$ cat src/rtl/uart_pkg.sv
// Shared UART definitions: receiver state encoding and the default frame
// geometry used by the baud generator, uart_txd and uart_rxd.
package uart_pkg;

  localparam int UART_OVERSAMPLE = 16;
  localparam int UART_DATA_BITS  = 8;

  typedef enum logic [1:0] {
    IDLE  = 2'd0,
    START = 2'd1,
    DATA  = 2'd2,
    STOP  = 2'd3
  } rx_state_e;

endpackage

$ cat src/rtl/uart_rxd_if.sv
// Receiver-side UART signal bundle: serial line and baud tick in, byte and
// status strobes out. master = receiver, slave = the logic around it.
interface uart_rxd_if
  import uart_pkg::*;
#(
  parameter int DATA_BITS = UART_DATA_BITS
);
  logic                 rs232_rxd;
  logic                 rx_sample_tick;
  logic                 rx_clk_en;
  logic [DATA_BITS-1:0] para_data;
  logic                 rx_done;
  logic                 frame_err;

  modport master (
    input  rs232_rxd, rx_sample_tick,
    output rx_clk_en, para_data, rx_done, frame_err
  );

  modport slave (
    output rs232_rxd, rx_sample_tick,
    input  rx_clk_en, para_data, rx_done, frame_err
  );
endinterface

$ cat src/rtl/uart_sync2.sv
// Two-flop synchroniser for a single asynchronous input; both flops reset
// to RST_VAL so the output is quiet while reset is held.
module uart_sync2 #(
  parameter logic RST_VAL = 1'b1
) (
  input  logic clk,
  input  logic rst_n,
  input  logic d,
  output logic q
);
  logic meta;

  always_ff @(posedge clk or negedge rst_n) begin
    if (!rst_n) begin
      meta <= RST_VAL;
      q    <= RST_VAL;
    end else begin
      meta <= d;
      q    <= meta;
    end
  end
endmodule

$ cat src/rtl/uart_rxd.sv
// 8N1 UART receiver: start-bit detect, mid-bit sampling off an oversampling
// tick, LSB-first shift, stop-bit check with rx_done / frame_err strobes.
module uart_rxd
  import uart_pkg::*;
#(
  parameter int OVERSAMPLE = UART_OVERSAMPLE,
  parameter int DATA_BITS  = UART_DATA_BITS
) (
  input  logic      uart_clk,
  input  logic      uart_rst_n,
  uart_rxd_if.master bus
);
  localparam int TW = $clog2(OVERSAMPLE);
  localparam int BW = $clog2(DATA_BITS);

  localparam logic [TW-1:0] MID_T  = TW'(OVERSAMPLE/2 - 1);
  localparam logic [TW-1:0] LAST_T = TW'(OVERSAMPLE - 1);
  localparam logic [BW-1:0] LAST_B = BW'(DATA_BITS - 1);

  logic rxd_s;
  logic tick;

  rx_state_e            state_q, state_d;
  logic [TW-1:0]        cnt_q,   cnt_d;
  logic [BW-1:0]        idx_q,   idx_d;
  logic [DATA_BITS-1:0] sh_q,    sh_d;
  logic [DATA_BITS-1:0] data_q,  data_d;
  logic                 done_q,  done_d;
  logic                 ferr_q,  ferr_d;
  logic                 en_q,    en_d;

  uart_sync2 #(.RST_VAL(1'b1)) u_sync (
    .clk   (uart_clk),
    .rst_n (uart_rst_n),
    .d     (bus.rs232_rxd),
    .q     (rxd_s)
  );

  assign tick = bus.rx_sample_tick;

  always_ff @(posedge uart_clk or negedge uart_rst_n) begin
    if (!uart_rst_n) begin
      state_q <= IDLE;
      cnt_q   <= '0;
      idx_q   <= '0;
      sh_q    <= '0;
      data_q  <= '0;
      done_q  <= 1'b0;
      ferr_q  <= 1'b0;
      en_q    <= 1'b0;
    end else begin
      state_q <= state_d;
      cnt_q   <= cnt_d;
      idx_q   <= idx_d;
      sh_q    <= sh_d;
      data_q  <= data_d;
      done_q  <= done_d;
      ferr_q  <= ferr_d;
      en_q    <= en_d;
    end
  end

  always_comb begin
    state_d = state_q;
    cnt_d   = cnt_q;
    idx_d   = idx_q;
    sh_d    = sh_q;
    data_d  = data_q;
    done_d  = 1'b0;
    ferr_d  = 1'b0;
    case (state_q)
      IDLE: begin
        cnt_d = '0;
        idx_d = '0;
        if (!rxd_s) state_d = START;
      end
      START: if (tick) begin
        // Mid start bit: a line back high means a glitch, not a frame.
        if (cnt_q == MID_T) begin
          cnt_d   = '0;
          state_d = rxd_s ? IDLE : DATA;
        end else begin
          cnt_d = cnt_q + 1'b1;
        end
      end
      DATA: if (tick) begin
        if (cnt_q == LAST_T) begin
          cnt_d = '0;
          sh_d  = {rxd_s, sh_q[DATA_BITS-1:1]};
          if (idx_q == LAST_B) begin
            idx_d   = '0;
            state_d = STOP;
          end else begin
            idx_d = idx_q + 1'b1;
          end
        end else begin
          cnt_d = cnt_q + 1'b1;
        end
      end
      STOP: if (tick) begin
        // Decided at mid stop bit so a back-to-back start edge is not missed.
        if (cnt_q == LAST_T) begin
          cnt_d   = '0;
          state_d = IDLE;
          if (rxd_s) begin
            data_d = sh_q;
            done_d = 1'b1;
          end else begin
            ferr_d = 1'b1;
          end
        end else begin
          cnt_d = cnt_q + 1'b1;
        end
      end
      default: state_d = IDLE;
    endcase
    en_d = (state_d != IDLE);
  end

  assign bus.rx_clk_en = en_q;
  assign bus.para_data = data_q;
  assign bus.rx_done   = done_q;
  assign bus.frame_err = ferr_q;
endmodule

$ cat src/flat_wrapper.sv
// flat-port wrapper written by rule: the top's interface ports become plain ports
module uart_rxd_flat import uart_pkg::*;
#(
  parameter int OVERSAMPLE = UART_OVERSAMPLE,
  parameter int DATA_BITS  = UART_DATA_BITS
)
  (uart_clk, uart_rst_n, bus_rs232_rxd, bus_rx_sample_tick, bus_rx_clk_en, bus_para_data, bus_rx_done, bus_frame_err);
  uart_rxd_if #(.DATA_BITS(DATA_BITS)) bus_i ();
  input  logic uart_clk;
  input  logic uart_rst_n;
  input wire logic [$bits(bus_i.rs232_rxd)-1:0] bus_rs232_rxd;
  input wire logic [$bits(bus_i.rx_sample_tick)-1:0] bus_rx_sample_tick;
  output wire logic [$bits(bus_i.rx_clk_en)-1:0] bus_rx_clk_en;
  output wire logic [$bits(bus_i.para_data)-1:0] bus_para_data;
  output wire logic [$bits(bus_i.rx_done)-1:0] bus_rx_done;
  output wire logic [$bits(bus_i.frame_err)-1:0] bus_frame_err;
  assign bus_i.rs232_rxd = bus_rs232_rxd;
  assign bus_i.rx_sample_tick = bus_rx_sample_tick;
  assign bus_rx_clk_en = bus_i.rx_clk_en;
  assign bus_para_data = bus_i.para_data;
  assign bus_rx_done = bus_i.rx_done;
  assign bus_frame_err = bus_i.frame_err;
  uart_rxd #(.OVERSAMPLE(OVERSAMPLE), .DATA_BITS(DATA_BITS)) u_core (.uart_clk(uart_clk), .uart_rst_n(uart_rst_n), .bus(bus_i));
endmodule
$ cat config.mk
export PLATFORM = sky130hd
export DESIGN_NAME = uart_rxd_flat
export DESIGN_NICKNAME = d
export VERILOG_FILES = /design/src/rtl/uart_pkg.sv /design/src/rtl/uart_rxd_if.sv /design/src/rtl/uart_sync2.sv /design/src/rtl/uart_rxd.sv /design/src/flat_wrapper.sv
export SDC_FILE = /design/constraint.sdc
export NUM_CORES = 1
export LEC_CHECK = 0
export CORE_ASPECT_RATIO = 0.9
export CORE_MARGIN = 2
export CORE_UTILIZATION = 35
export CTS_CLUSTER_SIZE = 25
export DETAILED_ROUTE_END_ITERATION = 6
export PLACE_DENSITY = 0.57
export RECOVER_POWER = 25
export SLEW_MARGIN = 20
export SYNTH_ARGS = -nofsm -noshare
export SYNTH_HDL_FRONTEND = slang
export SYNTH_HIERARCHICAL = 1
export SYNTH_SLANG_ARGS = --single-unit
$ cat constraint.sdc
create_clock -name uart_clk -period 2.25 [get_ports uart_clk]
set_clock_uncertainty 0.2 [all_clocks]
set_input_delay 0.225 -clock uart_clk [delete_from_list [all_inputs] [get_ports uart_clk]]
set_output_delay 0.225 -clock uart_clk [all_outputs]
set_load 0.005 [all_outputs]
==> summary.txt, run 1 <==
Setup path
  • R2r startpoint: u_core/cnt_q[0]
  • Worst reg-to-reg path cell count: 4
  • Setup CP Type: flop to flop
  • Crit-path max cell delay: 0.41 ns
  • Crit path max-delay family: simple AND/OR/NAND/NOR gates
  • CP endpoint kind: flop
  • CP Max Fanout: 9
  • R2R setup slack: 0.21 ns
  • Worst Path Arrival: 2.00 ns
  • Cell Chain, Critical Path: ha_1, nand4_2, nor3_4, mux2_2
  • Req. time, crit path: 2.22 ns
  • Slowest-stage cell, CP: dfrtp_1
  • CP startpoint kind: flop
  • Buffers and inverters on the worst path: 0
  • Worst reg2reg endpoint: u_core/bus.para_data[6]

Power
  • Cell Int Power: between 900 and 1000 µW
  • Reg power frac: 51.6%
  • Power Density: 852 nW/µm²
  • Clock share of power: between 30% and 40%
  • Leak pwr: 0.000750 µW
  • Peak VDD IR: 0.000320 V
  • Sw frac: 32.1%
  • Combinational power share: 18.3%
  • Switch Pwr: roughly 440 µW

STA
  • Worst slew margin: 51.2%
  • Max-slew violations: 0
  • RSZ-0062 raised after global routing: no
  • Final Cycle Share: roughly nine tenths
  • Minimum clock period: 2.04 ns
  • Hold Slack: 0.156 ns
  • Worst slew pin tran: approximately 0.73 ns
  • Final Hold Fails: 0
  • Fmax: 491 MHz
  • Finish-stage setup viols: 0
  • Setup TNS: 0 ns

Job
  • Maxcap violations: 0

GRT
  • Grt ovf: 0
  • Vias in the first global route: approximately 870
  • Total GRT Usage: 13.0%
  • Largest net degree at the start of global routing: 31
  • Antenna violations before repair: 0
  • First-pass GRT wire length: roughly 4000 µm

Clocking
  • Post-CTS Resized: 0
  • Worst-skew pair later-pin latency: 0.28 ns
  • Cts bufs inserted: 5
  • Clk buf depth: 2
  • Setup bufs post-CTS: 0
  • Clock Root Buffer: clkbuf_8
  • Hold Buf Count CTS: 0
  • Clock slew at reported path FFs: 0.06 ns
  • Number of H-tree levels: 2
  • CTS tree: yes
  • Clk sink count: 30

Logic synthesis
  • Mapped Cells: 100
  • Seq/Total Area, Yosys: 57.0%
  • Synth Area in Compound Gates: roughly 6.6%
  • Syn Std Cell Area: 1320 µm²
  • Synth unique cells: 33
  • Largest family of logic cells by synthesized area: multiplexers
  • Synth Register Bits: 30
  • Syn. warnings: 6
  • XOR/XNOR Fraction of Synth Area: less than 1%
  • Post-Synth Simple-Gate Area: 13.4%
  • Syn Area/Cell: about 13 µm²
  • Synth Area in Adders: roughly 2.8%
  • Multiplexer share of the synthesized area: 16.1%
  • Synthesized net count: 107

Worst hold path
  • HP Start: u_core/u_sync/meta
  • Worst Hold Class: flop to flop
  • Min-Delay Endpoint: u_core/u_sync/q
  • Hold Path Depth: 0

Cells and area
  • Antenna diode count: 0
  • Register area: 753 µm²
  • Nets@finish: 127
  • Core occupancy in the finished layout: around 43%
  • Fillers: 353
  • Share of layout cells above drive strength 1: 30.6%
  • Multi-input logic area: 523 µm²
  • Area delta synth->final: 21.0%

Place
  • Port Buf Inserts: 14
  • Post-DP HPWL: approximately 1500 µm
  • GPL Wtd Cong: roughly 0.75

Detailed routing
  • Initial drt markers: 36
  • Routed Antenna Nets: 0
  • Final WL: 2240 µm
  • DRC viols: 0
  • TritonRoute pass-1 iters: 2
  • DR vias: 816
  • Post-DR vias/cell: 4.89
  • Wire per inst: between 10 and 15 µm

Floorplanning
  • Die ar.: 4280 µm²
  • Chip width: a little under 70 µm
  • Chip height: 62.3 µm
  • Starting Density: 35.9%
  • Rows: 21
  • Core area: approximately 3700 µm²
  • # IOs: 15

Outcome
  • Status: finished clean
power groups by stage:
stage | Combinational (µW) | Clock, µW | Sequential, µW
finish | 250 | 409 | 704
global route | 287 | 461 | 717
CTS | 253 | 429 | 700
detailed placement | 250 | 0 | 708
floorplan | 236 | 0 | 657
global placement | 243 | 0 | 701
logic make-up after synthesis:
family / after synthesis
DFF: 30
muxes: 19
adders and majority gates: 3
buffers and inverters: 8
AOI/OAI and AO/OA: 13
and+or+nand+nor: 26
xor gates and xnor gates: 1
cells in the mapped netlist:
cell type	n	area [µm²]
dfrtp_1	28	701
mux2_2	18	203
nand3_1	4	20.0
nor2_1	4	15.0
a31oi_1	3	18.8
ha_1	3	37.5
nand2_1	3	11.3
o21ai_0	3	15.0
a21oi_1	2	10.0
clkbuf_2	2	10.0
dfstp_2	2	52.6
inv_1	2	7.51
nand2b_1	2	12.5
nand3b_1	2	15.0
nor2b_1	2	12.5
nor3_1	2	10.0
o2bb2ai_1	2	17.5
a32oi_1	1	8.76
a41oi_1	1	8.76
and3_1	1	6.26
buf_2	1	5.00
buf_4	1	7.51
buf_6	1	11.3
clkbuf_1	1	3.75
mux2i_1	1	10.0
nand2_4	1	11.3
nand4_1	1	6.26
nand4_2	1	12.5
nor3_4	1	16.3
nor4_4	1	21.3
o31a_1	1	8.76
or2_2	1	6.26
xor2_1	1	8.76
worst max path at each step:
| stage | cells past startpoint | startpoint | endpoint |
|---|---|---|---|
| 2_1_floorplan | 5 | u_core/cnt_q[0] | u_core/bus.para_data[0] |
| 3_3_place_gp | 4 | bus_rx_sample_tick | u_core/bus.para_data[1] |
| 3_5_place_dp | 4 | u_core/cnt_q[0] | u_core/bus.para_data[3] |
| 4_1_cts | 4 | u_core/cnt_q[0] | u_core/bus.para_data[5] |
| 5_1_grt | 4 | u_core/cnt_q[0] | u_core/bus.para_data[6] |
| 6_report | 4 | u_core/cnt_q[0] | u_core/bus.para_data[6] |
sequential cells by signal, summed over array words and instances (netlist names):
register              flops
u_core/sh_q               8
u_core/cnt_q              4
u_core/bus.rx_done        1
u_core/idx_q              3
u_core/bus.frame_err      1
u_core/bus.rx_clk_en      1
u_core/u_sync/meta        1
u_core/state_q            2
u_core/bus.para_data      8
u_core/u_sync/q           1
layout make-up:
| class | instances | share of cell area, % |
|---|---|---|
| multi-input cells | 62 | 32.7 |
| repair buffers | 19 | 11.0 |
| clock buffers | 6 | 4.54 |
| well taps | 46 | 3.60 |
| flip-flops and latches | 30 | 47.1 |
| clock inverters | 2 | 0.626 |
| inverters | 2 | 0.469 |
layout by cell type (no fill, tap or decap), types with 2 or more instances in the layout:
master / synthesis / final
nand3b_1: 2 / 2
dfstp_2: 2 / 2
mux2_2: 18 / 18
nor2_1: 4 / 4
clkinv_2: 0 / 2
ha_1: 3 / 3
nand3_1: 4 / 4
inv_1: 2 / 2
nand2b_1: 2 / 2
dfrtp_1: 28 / 28
nor3_1: 2 / 2
nor2b_1: 2 / 2
nand2_1: 3 / 3
buf_4: 1 / 4
clkbuf_8: 0 / 5
clkdlybuf4s50_1: 0 / 12
dlygate4sd3_1: 0 / 2
a31oi_1: 3 / 3
a21oi_1: 2 / 2
o21ai_0: 3 / 3
o2bb2ai_1: 2 / 2
metrics by stage:
stage / worst slack [ns] / cells / total power, µW / cell area [µm²]
3_5_place_dp: 0.202 / 159 / 958 / 1520
2_1_floorplan: 0.430 / 100 / 893 / 1320
4_1_cts: 0.183 / 167 / 1380 / 1600
6_report: 0.214 / 167 / 1360 / 1600
3_3_place_gp: 0.260 / 159 / 945 / 1520
5_1_grt: 0.0663 / 167 / 1460 / 1600
per-layer routing:
layer  up-vias  GRT usage, %  wire length (µm)
met5         -             0                 0
met1       401          17.2              1130
met4         0          7.35                42
li1        396             -                 -
met2        13          18.3               992
met3         6          4.35                76
(Power assumes the default switching activity.)
==> run 2: changes to the inputs <==
Settings changed: RECOVER_POWER 25 to 50.
==> run 2 against run 1 <==
Total power hardly changed. Wire length stayed put. First-iteration DRC count stayed put. Critical path type unchanged. Critical endpoint unchanged. Largest power group unchanged.
==> summary.txt, run 2 (synthesis results as in run 1) <==
Outcome
  • Status: finished clean

STA
  • Minimum clock period: 2.04 ns (unchanged)
  • Fmax: 491 MHz (unchanged)
  • RSZ-0062 raised after global routing: no
  • Max-slew violations: 0 (unchanged)
  • Final Cycle Share: 90.5% (unchanged)
  • Finish-stage setup viols: 0 (unchanged)
  • Hold Slack: 0.156 ns (unchanged)
  • Worst slew margin: 51.2% (unchanged)
  • Worst slew pin tran: 0.732 ns (unchanged)
  • Final Hold Fails: 0 (unchanged)
  • Setup TNS: 0 ns (unchanged)

Clocking
  • Worst-skew pair later-pin latency: 0.28 ns (about the same)
  • CTS tree: yes
  • Cts bufs inserted: 5 (unchanged)
  • Number of H-tree levels: 2 (unchanged)
  • Setup bufs post-CTS: 0 (unchanged)
  • Hold Buf Count CTS: 0 (unchanged)
  • Clock slew at reported path FFs: 0.06 ns (about the same)
  • Post-CTS Resized: 0 (unchanged)
  • Clk buf depth: 2 (unchanged)
  • Clk sink count: 30 (unchanged)
  • Clock Root Buffer: clkbuf_8

Cells and area
  • Core occupancy in the finished layout: 43.5% (unchanged)
  • Share of layout cells above drive strength 1: 30.6% (unchanged)
  • Nets@finish: 127 (unchanged)
  • Most common cell after layout, fill and taps aside: dfrtp_1
  • Fillers: 353 (unchanged)
  • Area delta synth->final: 21.0% (unchanged)
  • Most frequent cells in the layout: dfrtp_1 (28), mux2_2 (18), clkdlybuf4s50_1 (11)
  • Antenna diode count: 0 (unchanged)

Detailed routing
  • DRC viols: 0 (unchanged)
  • TritonRoute pass-1 iters: 2 (unchanged)
  • Routed Antenna Nets: 0 (unchanged)
  • Initial drt markers: 36 (unchanged)
  • Final WL: 2240 µm (unchanged)
  • Wire per inst: 13.4 µm (unchanged)
  • Post-DR vias/cell: 4.89 (unchanged)
  • DR vias: 816 (unchanged)

Floorplanning
  • Die ar.: 4280 µm² (unchanged)
  • Chip height: 62.3 µm (unchanged)
  • # IOs: 15 (unchanged)
  • Rows: 21 (unchanged)
  • Chip width: 68.8 µm (unchanged)
  • Starting Density: 35.9% (unchanged)
  • Core area: 3680 µm² (unchanged)

Setup path
  • CP startpoint kind: flop
  • Crit path max-delay family: simple AND/OR/NAND/NOR gates
  • Setup CP Type: flop to flop
  • Req. time, crit path: 2.22 ns (about the same)
  • Cell Chain, Critical Path: ha_1, nand4_2, nor3_4, mux2_2
  • Buffers and inverters on the worst path: 0 (unchanged)
  • CP endpoint kind: flop
  • CP startpoint: u_core/cnt_q[0]
  • CP Max Fanout: 9 (unchanged)
  • Slowest-stage cell, CP: dfrtp_1
  • R2r startpoint: u_core/cnt_q[0]
  • Crit-path max cell delay: 0.41 ns (about the same)
  • Worst Path Arrival: 2.00 ns (about the same)

Place
  • Port Buf Inserts: 14 (unchanged)
  • Post-DP HPWL: 1470 µm (unchanged)
  • GPL Wtd Cong: 0.749 (unchanged)

GRT
  • Vias in the first global route: 874 (unchanged)
  • Largest net degree at the start of global routing: 31 (unchanged)
  • Grt ovf: 0 (unchanged)
  • Antenna violations before repair: 0 (unchanged)
  • Total GRT Usage: 13.0% (unchanged)
  • First-pass GRT wire length: 4040 µm (unchanged)

Power
  • Leak pwr: 0.000747 µW (-0.39%)
  • Power Density: 852 nW/µm² (about the same)
  • Peak VDD IR: 0.000320 V (about the same)

Job
  • Maxcap violations: 0 (unchanged)

Worst hold path
  • Worst Hold Class: flop to flop
  • HP Start: u_core/u_sync/meta
-- run 2: final cells by class --
cell class / instances / area, µm² / share of cell area (%)
Clock buffer: 6 / 72.6 / 4.54
Clock inverter: 2 / 10.0 / 0.626
Inverter: 2 / 7.51 / 0.469
Multi-Input combinational cell: 62 / 523 / 32.7
Sequential cell: 30 / 753 / 47.1
Tap cell: 46 / 57.6 / 3.60
Timing Repair Buffer: 19 / 175 / 11.0
-- run 2: path summary, 6_finish.rpt --
path / end / slack [ns] / cells past startpoint
max: u_core/bus.para_data[6] / 0.21 / 4
min: u_core/u_sync/q / 0.16 / 0
max reg2reg: u_core/bus.para_data[6] / 0.21 / 4
min in group asynchronous: u_core/bus.para_data[1] / 0.33 / 2
max in group asynchronous: u_core/state_q[0] / 1.05 / 2
min reg2reg: u_core/u_sync/q / 0.16 / 0
-- run 2: worst reg2reg max path, stage by stage, from the launching register on --
cell and delay [ns]:
dfrtp_1 0.41, ha_1 0.33, nand4_2 0.20, nor3_4 0.40
mux2_2 0.39
-- run 2: per-layer routing --
layer | track usage [%] | share of wire, %
met1 | 17.2 | 50
met4 | 7.35 | 1.9
met2 | 18.3 | 44
met3 | 4.35 | 3.4
met5 | 0 | 0
-- run 2: per-stage QoR --
stage	instances	area [µm²]	total power (µW)	setup slack, ns
after CTS	167	1600	1380	0.183
after floorplan	100	1320	893	0.430
after global routing	167	1600	1460	0.0663
after global placement	159	1520	945	0.260
final	167	1600	1360	0.214
after detailed placement	159	1520	958	0.202
-- run 2: where the power goes --
group	internal (µW)	total (µW)	switching (µW)
combinational	110	249	139
sequential	601	704	103
clock	214	409	196
total	924	1360	437
==> patch 1 (config.mk and constraints of run 2) <==
Set the package constant `UART_OVERSAMPLE` to 8 (it was 16).
--- a/src/rtl/uart_pkg.sv
+++ b/src/rtl/uart_pkg.sv
@@ -4,3 +4,3 @@
 
-  localparam int UART_OVERSAMPLE = 16;
+  localparam int UART_OVERSAMPLE = 8;
   localparam int UART_DATA_BITS  = 8;
Check against the original RTL: not equivalent (Yosys sat finds a counterexample within 10 cycles, from zero or initial values and one cycle with uart_rst_n low).
==> patch 1 against run 2 <==
Non-clock buffer count unchanged. Hold slack gained 0.0055 ns. Total power rose by 13%. Sequential cell count is 1 lower. Wire length grew 2.0%. First-iteration DRC count shrank 42%. Critical path type unchanged. Count of clock-buffer cells in the layout shrank 1. Worst setup slack lost 0.089 ns. Synthesized area fell by 1.5%. Sequential power decreased by 10%. Cell area rose by 2.6%. Fmax decreased by 4.2%.
==> patch 1: results (changes against run 2) <==
wl_met1_mm: 1.10  # -2.4%
synth_top_area_share_pct: 51.9  # -1.1 points
gp_congestion: 0.738  # -1.6%
reg2reg_depth: 5  # +1
place_area_um2: 1510  # -0.74%
peakVddDrop_v: 0.000562  # +75%
crit_path_max_fanout: 8  # -1
crit_arrival_ns: 2.09  # +0.09 ns
grtUsageMet2_pct: 18.6  # +0.32 points
stdcell_count: 166  # -0.60%
reg2reg_to: "u_core/sh_q[6]"
synth_area_leaders: "dfrtp_1 (52%), mux2_4 (9.2%), mux2_2 (6.9%)"
cts-hold-fix-buffers: 0  # unchanged
place_inst: 158  # -0.63%
routedWlPerCell_um: 13.8  # +2.6%
drive_gt1_share_pct: 28.3  # -2.2 points
wl_met3_um: 91  # +20%
route.met2.wl_mm: 1.04  # +4.5%
cp_slowest_cell: "or3_1"
period_share_pct: 94.4  # +4.0 points
synth_common_cells: "dfrtp_1 (27), mux2_2 (8), mux2_4 (8)"
syn-instance-count: 98  # -2.0%
p_int_mw: 1.13  # +22%
fp.dieArea_um2: 4220  # -1.4%
syn_nets: 109  # +1.9%
hold_ws_ns: 0.162  # +0.00550 ns
p_leak_nw: 0.816  # +9.2%
fin_nets: 130  # +2.4%
grt_max_degree: 30  # -3.2%
dp_hpwl_mm: 1.51  # +2.9%
setup.worst_path.end: "u_core/sh_q[6]"
grt_pass1_vias: 773  # -12%
ys_seq_area_share_pct: 56.0  # -1.0 points
grt_pass1_wl_mm: 3.59  # -11%
drtIter0Drc: 21  # -42%
slew_headroom_pct: 52.7  # +1.5 points
vias: 828  # +1.5%
grt_usage_pct: 12.1  # -0.92 points
outcome: "finished, final reports clean"
first_pass_iters: 4  # +2
met1_usage_pct: 14.9  # -2.3 points
synth_cell_types: 28  # -15%
r2r_slack_ns: 0.12  # -0.09 ns
-- patch 1: cell types whose count changed after synthesis, moves of 3 or more --
cell     before  now
nor2_1        4    1
a221o_1       0    3
mux2_2       18    8
nand3_1       4    1
and3_1        1    6
mux2_4        0    8
ha_1          3    7
-- patch 1: final cells by class --
cell class,instances,area (um^2)
Fill cell,321,2010
Clock inverter,3,65.1
Tap cell,46,57.6
Sequential cell,29,728
Timing Repair Buffer,19,175
Clock buffer,5,68.8
Multi-Input combinational cell,60,531
Inverter,4,15.0
-- patch 1: power groups by stage --
stage	Combinational (mW)	Clock (mW)	Sequential (mW)
after floorplan	0.172	0	0.627
after detailed placement	0.261	0	0.635
after CTS	0.268	0.649	0.629
after global routing	0.302	0.667	0.638
after global placement	0.253	0	0.633
final	0.267	0.636	0.631
-- patch 1: cells by family after synthesis --
group	count (synthesis)	synth area share, %
compound gates	17	8.65
fa+ha+maj	7	6.73
buf+inv	9	3.37
flops	29	56.0
mux	16	16.2
simple gates	20	9.14
==> patch 2 (settings of run 2) <==
Without the edit above. Take the reset off `sh_q` and `data_q` and load them in a clocked block of their own.
--- a/src/rtl/uart_rxd.sv
+++ b/src/rtl/uart_rxd.sv
@@ -45,4 +45,2 @@
       idx_q   <= '0;
-      sh_q    <= '0;
-      data_q  <= '0;
       done_q  <= 1'b0;
@@ -54,4 +52,2 @@
       idx_q   <= idx_d;
-      sh_q    <= sh_d;
-      data_q  <= data_d;
       done_q  <= done_d;
@@ -60,2 +56,7 @@
     end
+  end
+
+  always_ff @(posedge uart_clk) begin
+    sh_q   <= sh_d;
+    data_q <= data_d;
   end
Formal check against the unedited RTL: no difference found for any inputs over 10 cycles, from zero or initial values and one cycle with uart_rst_n low; that may be too few to reach the edited logic, so the function may still have changed.
==> patch 2 against run 2 <==
Synthesized area down 10%. Worst setup slack better by 0.11 ns. Total power up 9.8%. Cell area down 8.7%. Sequential cell count unchanged. Sequential share of layout area up 10 points. Wire length down 21%. Critical path type unchanged.
==> patch 2: results (changes against run 2) <==
synthAdderAreaFrac_pct: 3.16  # +0.32 points
fillers: 323  # -8.5%
fmax_ghz: 0.520  # +5.8%
crit_arrival_ns: 1.66  # -0.34 ns
gp_congestion: 0.737  # -1.7%
synth-main-ff-cell: "edfxtp_1"
routed_via_density: 4.75  # -2.8%
hold_ws_ns: 0.163  # +0.00658 ns
combPwrFrac_pct: 22.6  # +4.3 points
synth_area_leaders: "edfxtp_1 (40%), dfrtp_1 (25%), dfstp_2 (4.4%)"
reg2reg_to: "u_core/bus.para_data[0]"
ys_seq_area_share_pct: 70.2  # +13 points
synth_cell_types: 30  # -9.1%
synth_common_cells: "edfxtp_1 (16), dfrtp_1 (12), nor2_1 (7)"
outcome: "finished, final reports clean"
syn_nets: 88  # -18%
pre_cts_ws_ns: 0.249  # +0.0462 ns
drive_gt1_share_pct: 12.6  # -18 points
fin_nets: 109  # -14%
slew_headroom_pct: 56.6  # +5.4 points
syn-instance-count: 81  # -19%
place_area_um2: 1380  # -9.5%
async_reset_ff_share_pct: 46.7  # -53 points
peakVddDrop_v: 0.000438  # +37%
vias: 698  # -14%
r2r_slack_ns: 0.33  # +0.11 ns
wl_mm: 1.78  # -21%
synth_xor_area_share_pct: 2.95  # +2.3 points
p_leak_nw: 0.541  # -28%
patch 2: logic make-up after synthesis:
kind of cell             Yosys count
AND/OR/NAND/NOR                   26
flip-flops                        30
AO/OA/AOI/OAI                     11
multiplexers                       2
XOR/XNOR                           4
buffers and inverters              5
adder cells (fa/ha/maj)            3
patch 2: metal layers:
| metal | vias to the layer above | global-route usage [%] | share of wire [%] |
|---|---|---|---|
| met4 | 0 | 5.36 | 0.45 |
| met3 | 2 | 5.13 | 7.0 |
| met2 | 24 | 17.5 | 47 |
| li1 | 335 | - | - |
| met5 | - | 0 | 0 |
| met1 | 337 | 14.6 | 46 |
patch 2: worst reg2reg max path, stage by stage, from the launching register on:
cell     delay (ns)
dfrtp_1        0.39
ha_1           0.25
nand4_1        0.19
nor2_1         0.20
and2_1         0.37
patch 2: layout make-up:
cell class	instances	share of cell area (%)
Sequential cell	30	57.1
Tap cell	44	3.77
Inverter	2	0.514
Clock buffer	5	4.71
Clock inverter	3	1.11
Multi-Input combinational cell	46	21.7
Timing Repair Buffer	17	11.1
